### src/rtl/ram_bist_controller.sv
// BIST initiator for a 16x8 single-port RAM (sync write, async read).
// Writes an LFSR pattern to every address, then re-reads and compares it.
// Reports busy/done, pass/fail, mismatch count and first failing address.
module ram_bist_controller #(
  parameter int          ADDR_WIDTH = 4,
  parameter logic [7:0]  SEED       = 8'hA5
) (
  input  logic                  clk,
  input  logic                  reset_n,
  input  logic                  start,
  output logic [ADDR_WIDTH-1:0] mem_address,
  output logic [7:0]            mem_data_in,
  output logic                  mem_write_en,
  input  logic [7:0]            mem_data_out,
  output logic                  busy,
  output logic                  done,
  output logic                  pass,
  output logic [ADDR_WIDTH:0]   error_count,
  output logic [ADDR_WIDTH-1:0] first_fail_addr
);

  typedef enum logic [1:0] {
    ST_IDLE  = 2'd0,
    ST_WRITE = 2'd1,
    ST_READ  = 2'd2,
    ST_DONE  = 2'd3
  } state_t;

  localparam logic [ADDR_WIDTH-1:0] ADDR_MAX  = '1;
  localparam logic [ADDR_WIDTH-1:0] ADDR_ZERO = '0;
  localparam logic [ADDR_WIDTH-1:0] ADDR_ONE  = {{(ADDR_WIDTH-1){1'b0}}, 1'b1};
  localparam logic [ADDR_WIDTH:0]   ERR_ZERO  = '0;
  localparam logic [ADDR_WIDTH:0]   ERR_ONE   = {{ADDR_WIDTH{1'b0}}, 1'b1};

  // Pattern generator step: shift left, feedback taps 7,5,4,3.
  function automatic logic [7:0] lfsr_next(input logic [7:0] v);
    return {v[6:0], v[7] ^ v[5] ^ v[4] ^ v[3]};
  endfunction

  state_t                  state_q, state_d;
  logic [ADDR_WIDTH-1:0]   addr_q, addr_d;
  logic [7:0]              wdata_q, wdata_d;
  logic                    we_q, we_d;
  logic                    busy_q, busy_d;
  logic                    done_q, done_d;
  logic                    pass_q, pass_d;
  logic [ADDR_WIDTH:0]     err_q, err_d;
  logic [ADDR_WIDTH-1:0]   ffail_q, ffail_d;
  // lfsr_q always holds the pattern value belonging to addr_q.
  logic [7:0]              lfsr_q, lfsr_d;

  // State register and all registered outputs, synchronous active-low reset.
  always_ff @(posedge clk) begin
    if (!reset_n) begin
      state_q <= ST_IDLE;
      addr_q  <= ADDR_ZERO;
      wdata_q <= 8'h00;
      we_q    <= 1'b0;
      busy_q  <= 1'b0;
      done_q  <= 1'b0;
      pass_q  <= 1'b0;
      err_q   <= ERR_ZERO;
      ffail_q <= ADDR_ZERO;
      lfsr_q  <= SEED;
    end else begin
      state_q <= state_d;
      addr_q  <= addr_d;
      wdata_q <= wdata_d;
      we_q    <= we_d;
      busy_q  <= busy_d;
      done_q  <= done_d;
      pass_q  <= pass_d;
      err_q   <= err_d;
      ffail_q <= ffail_d;
      lfsr_q  <= lfsr_d;
    end
  end

  // Next-state and next-output logic; done is a single-cycle pulse by default.
  always_comb begin
    state_d = state_q;
    addr_d  = addr_q;
    wdata_d = wdata_q;
    we_d    = we_q;
    busy_d  = busy_q;
    done_d  = 1'b0;
    pass_d  = pass_q;
    err_d   = err_q;
    ffail_d = ffail_q;
    lfsr_d  = lfsr_q;

    case (state_q)
      ST_IDLE: begin
        we_d   = 1'b0;
        busy_d = 1'b0;
        if (start) begin
          state_d = ST_WRITE;
          addr_d  = ADDR_ZERO;
          wdata_d = SEED;
          we_d    = 1'b1;
          busy_d  = 1'b1;
          err_d   = ERR_ZERO;
          ffail_d = ADDR_ZERO;
          pass_d  = 1'b0;
          lfsr_d  = SEED;
        end
      end

      ST_WRITE: begin
        // The RAM captures addr_q/wdata_q at this edge; line up the next one.
        if (addr_q == ADDR_MAX) begin
          state_d = ST_READ;
          addr_d  = ADDR_ZERO;
          we_d    = 1'b0;
          lfsr_d  = SEED;
        end else begin
          addr_d  = addr_q + ADDR_ONE;
          lfsr_d  = lfsr_next(lfsr_q);
          wdata_d = lfsr_next(lfsr_q);
        end
      end

      ST_READ: begin
        // Read data is combinational from the RAM for the current address.
        if (mem_data_out != lfsr_q) begin
          err_d = err_q + ERR_ONE;
          if (err_q == ERR_ZERO) begin
            ffail_d = addr_q;
          end
        end
        if (addr_q == ADDR_MAX) begin
          state_d = ST_DONE;
          busy_d  = 1'b0;
        end else begin
          addr_d = addr_q + ADDR_ONE;
          lfsr_d = lfsr_next(lfsr_q);
        end
      end

      ST_DONE: begin
        // err_q already includes the compare at the last address.
        done_d  = 1'b1;
        busy_d  = 1'b0;
        we_d    = 1'b0;
        pass_d  = (err_q == ERR_ZERO);
        state_d = ST_IDLE;
      end

      default: begin
        state_d = ST_IDLE;
        we_d    = 1'b0;
        busy_d  = 1'b0;
      end
    endcase
  end

  assign mem_address     = addr_q;
  assign mem_data_in     = wdata_q;
  assign mem_write_en    = we_q;
  assign busy            = busy_q;
  assign done            = done_q;
  assign pass            = pass_q;
  assign error_count     = err_q;
  assign first_fail_addr = ffail_q;

endmodule
### config.mk
export PLATFORM = sky130hd
export DESIGN_NAME = ram_bist_controller
export DESIGN_NICKNAME = d
export VERILOG_FILES = /design/src/rtl/ram_bist_controller.sv
export SDC_FILE = /design/constraint.sdc
export NUM_CORES = 1
export LEC_CHECK = 0
export CAP_MARGIN = 10
export CORE_AREA = 3 3 79 81
export DETAILED_ROUTE_END_ITERATION = 10
export DIE_AREA = 0 0 82 84
export PLACE_DENSITY = 0.63
export SLEW_MARGIN = 20
export SYNTH_ARGS = -nofsm -noshare
export SYNTH_HDL_FRONTEND = slang
export SYNTH_SLANG_ARGS = --single-unit
### constraint.sdc
create_clock -name clk -period 2.1 [get_ports clk]
set_input_delay 0.42 -clock clk [delete_from_list [all_inputs] [get_ports clk]]
set_output_delay 0.42 -clock clk [all_outputs]
set_load 0.05 [all_outputs]
[Yosys cells after proc, flatten, opt, wreduce, memory -nomap -nowiden]
Index checks and enable logic that the tools add are counted.
W data, S select, Z words.
Storage, ports and cells
  word-level logic and storage cells: 69
  output and inout bits: 25
  bits of input ports: 11
  register bits after elaboration: 35
Operators by class
  muxes and demuxes: 26
  bitwise operators: 3
  equality and inequality tests: 12
  reduce and logical (&&, ||, !) cells: 16
  add/subtract/negate cells: 2
Operators by type and width (number)
  $mux W8: 3
  $pmux W8 S3: 1
  $mux W4: 5
  $pmux W8 S2: 1
  $ne A2 B2 Y1 const B: 7
  $pmux W4 S3: 1
  $reduce_and A3 Y1: 4
  $mux W5: 2
  $pmux W5 S2: 1
  $reduce_bool A3 Y1: 3
  $ne A8 B8 Y1: 1
  $pmux W2 S4: 1
  $pmux W4 S2: 1
  $mux W2: 3
  $pmux W1 S3: 2
  $reduce_and A2 Y1: 3
  $reduce_bool A2 Y1: 3
  $add A5 B1 Y5 const B: 1
  $logic_not A5 Y1: 1
  $add A4 B1 Y4 const B: 1
  $eq A2 B2 Y1 const B: 2
  $eq A4 B4 Y1 const B: 1
  $mux W1: 4
  $reduce_and A4 Y1: 1
  4 further kinds: 6

[Depth between registers and ports, before layout]
  depth in word-level cells: 5
  depth in mapped cells: 8
  gate-level depth less buffers: 7

[Least setup slack after synthesis]
OpenSTA, ideal clock, no wires.
  path type: flip-flop to flip-flop
  from: register addr_q[0], in the netlist mem_address[0]
  to: register addr_q[3], in the netlist mem_address[3]
  setup time: 0.132 ns
  period minus slack after synthesis: 1.906 ns
  slack: 0.194 ns
  buffers on the path: 1
  required time: 1.968 ns
  arrival: 1.774 ns
  stages on the path, launching flop included: 8
  path through: dfxtp_1 ha_1 and3_1 nor2_1 and3_1 buf_2 a41oi_1 nor3_1
On the way
  longest elaborated chain between the ends: 3
  elaborated cells between the ends (all ways): 7
  those cells by class: 1 x add/sub; 2 x eq/ne; 3 x mux; 1 x reduce/logical
RTL lines
  start, declared: line 41  | logic [ADDR_WIDTH-1:0] addr_q, addr_d;
  start signal, assigned: line 67  | addr_q <= addr_d;
  $add A4 B1 Y4 or $eq A4 B4 Y1 (tied branches)
  $mux W4, or another cell as far along: line 131  | if (addr_q == ADDR_MAX) begin
  $pmux W4 S3 or $reduce_and A3 Y1 (tied branches)
Parallel ways exist; a longest one is shown, timed or not. The select of a mux whose other input is x is not followed.
A chain may end at the register's enable or synchronous reset.

[Worst setup path after layout]
  from: register addr_q[0], in the netlist mem_address[0]
  to: output mem_address[0]
RTL lines
  end, declared: line 11  | output logic [ADDR_WIDTH-1:0] mem_address,
No word-level cell between the ends.

==> results.toml <==
[place]
place_hpwl_um = 3000
gp_congestion = 0.7395
post-place-ws_ns = -0.006259
dpl-instance-area_um2 = 2167
io_buffers = 35

[worst_setup_path]
cp-start-kind = "flop"
crit_type = "flop to output pin"
worst-path-max-fanout = 6
cp.buffers_inverters = 1
cp_top_family = "buffers and inverters"
r2r_start = "state_q[0]$_SDFFE_PN0P_"
endpoint_kind = "output pin"
reg2reg_to = "error_count[2]$_SDFFE_PN0P_"
cpPeakStageDelay_ns = 0.84
regToRegSetupSlack_ns = 0.30
critical_path_depth = 1
setup.worst_path.start = "mem_address[0]$_SDFFE_PN0P_"
crit_arrival_ns = 1.56
r2r_cells = 8
endpoint = "mem_address[0]"
crit_chain = "clkdlybuf4s50_1"
crit_path_top_delay_cell = "clkdlybuf4s50_1"
required_ns = 1.68

[global_route]
use_met3_pct = 3.456
grt_max_degree = 21
antenna_found_initial = 0
grt_pass1_wl_um = 6920
track_usage_pct = 12.69
overflow = 0
grt_use_met2_pct = 19.84
use_met1_pct = 17.07
top_usage_layer = "met2"
grt_pass1_vias = 1448

[power_and_ir_drop]
p_sw_mw = 1.255
power_mw = 2.917
clockPowerShare_pct = 18.2
p_leak_nw = 0.8440
switching_share_pct = 43.04
ir_worst_vdd_mv = 0.3778
p_int_mw = 1.661
pwr_density_cell_nw_per_um2 = 1287
comb_power_share_pct = 50.0
p_seq_share_pct = 31.8

[yosys]
ys_seq_elements = 35
synth.area.top_cells = "dfxtp_1 42%, nand2_1 5.8%, ha_1 5.2%"
synth_area_um2 = 1687
yosysTopAreaCell = "dfxtp_1"
synth_fp_nets = 213
yosysTopAreaCellShare_pct = 41.54
postSynthCellCount = 195
yosysWarnings = 0
ys_types = 37
syn_avg_cell_area_um2 = 8.649
ys_seq_area_share_pct = 41.54

[clock_tree]
insertion_delay_ns = 0.28
numClockSinks = 35
htree_levels = 2
clock-root-buffer = "clkbuf_8"
cts_buffer_depth = 2
cts_tree = "yes"
clk_transition_reported_paths_ns = 0.07
cts_setup_buffers = 0
cts-buffers-inserted = 5
postCtsHoldBufs = 0
cts.repair.resized = 0

[floorplan]
ioPinCount = 36
die_area_um2 = 6888
initial_core_util_pct = 30.44
row_count = 27
coreArea_um2 = 5540
fp.dieW_um = 82
die_y_um = 84

[sta]
fin_worst_skew_ns = 0.006667
timing.fmax_mhz = 504.1
worst_slew_pin_slew_ns = 0.4993
maxSlewHeadroom_pct = 66.61
setup_viol = 0
final_max_slew_viol_count = 0
fin_crit_sh_pct = 94.46
hold-worst-slack_ns = 0.4539
rsz0062_at_grt = "no"
postLayoutSetupSlackWorst_ns = 0.1164
fin_crit_ns = 1.984
hold_violations = 0

[finish]
area_growth_pct = 34.42
final_cell_mix = "35 x dfxtp_1, 35 x clkdlybuf4s50_1, 26 x nand2_1, 18 x nor2_1, 12 x buf_4"
fin_util_pct = 40.92
n_fill_cell = 575
drive_gt1_share_pct = 11.25
antennaDiodeCount = 0
fin_area_um2 = 2267
nNetsFinal = 257

[drt]
wl_per_cell_um = 12.76
wirelength_um = 3982
viasPerCell = 4.865
num_vias = 1518
drt_pass1_iterations = 5
final_antenna_net_count = 0
first_iter_violations = 99
drc = 0

[status]
status = "completed"

[min_path]
hold_class = "flop to flop"
hold_depth = 2

[job]
cap_violations = 0
how the worst min path moves through the flow:
stage	from	end	slack, ns
after floorplan	lfsr_q[1]$_SDFFE_PN0P_	mem_data_in[2]$_SDFFE_PN0P_	0.48
after global placement	mem_data_in[1]$_SDFFE_PN0P_	mem_data_in[1]$_SDFFE_PN0P_	0.44
after detailed placement	mem_data_in[3]$_SDFFE_PN0P_	mem_data_in[3]$_SDFFE_PN0P_	0.45
after CTS	mem_data_in[3]$_SDFFE_PN0P_	mem_data_in[3]$_SDFFE_PN0P_	0.46
after global routing	mem_data_in[1]$_SDFFE_PN0P_	mem_data_in[1]$_SDFFE_PN0P_	0.48
final	mem_data_in[3]$_SDFFE_PN0P_	mem_data_in[3]$_SDFFE_PN0P_	0.45
metrics by stage:
stage	std cells	setup TNS (ns)
after floorplan	195	0
after detailed placement	304	-0.01432
after global placement	304	0
after CTS	312	0
final	312	0
after global routing	312	0
per-layer routing:
metal	vias up	part of all wire, %
met3	5	6.0
met4	0	0.80
met1	686	46
li1	784	-
met2	43	47
met5	-	0
final cells by class:
cell class	count	area, um^2	share of cell area, %
flip-flops and latches	35	700.7	30.91
clock buffers	8	100.1	4.415
well taps	72	90.09	3.974
inverters	11	41.29	1.821
multi-input cells	139	894.6	39.46
repair buffers	47	440.4	19.43
synth_stat cells:
cell	n
nor2_1	18
dfxtp_1	35
nand4_1	2
a21boi_4	1
nand2_1	26
and2b_1	1
o31ai_1	2
nor4_1	3
nand3_1	9
o21ai_0	2
ha_1	7
a31oi_1	3
buf_6	1
a311oi_1	3
or4b_2	2
o22ai_1	4
xor2_1	8
buf_2	4
a41oi_1	1
o32ai_2	1
a21oi_1	11
o211a_1	1
clkbuf_1	5
and3_1	2
and2_1	2
or2_2	1
nor2_2	1
a22oi_1	5
or4b_4	1
o211ai_1	7
inv_1	11
mux2i_1	3
nor3_1	4
a211oi_1	1
xnor2_1	3
o21ai_2	1
a32o_1	3
sequential cells by signal, summed over array words and instances, names as in the netlist:
| name | count |
|---|---|
| error_count | 5 |
| first_fail_addr | 4 |
| state_q | 2 |
| busy | 1 |
| mem_address | 4 |
| mem_data_in | 8 |
| pass | 1 |
| lfsr_q | 8 |
| mem_write_en | 1 |
| done | 1 |
tightest hold or removal path, stage by stage (launching register included):
cell     delay, ns
dfxtp_1       0.31
nand2_1       0.05
a21oi_1       0.05
cells by family (layout without fill, tap and decap cells):
logic type / after synthesis / count (layout) / synth area share [%]
compound gates: 46 / 46 / 20.18
xor+xnor: 11 / 11 / 5.713
fa+ha+maj: 7 / 7 / 5.193
buf+inv: 21 / 66 / 5.416
flops: 35 / 35 / 41.54
mux: 3 / 3 / 1.780
simple gates: 72 / 72 / 20.18
power groups by stage:
stage	logic, mW	registers, mW	clock network [mW]
global placement	1.45	0.944	0
finish	1.46	0.929	0.530
floorplan	0.824	1.17	0
detailed placement	1.46	0.943	0
CTS	1.46	0.931	0.550
global route	1.60	0.951	0.588
Note: power is estimated with default switching activity, not from simulation.
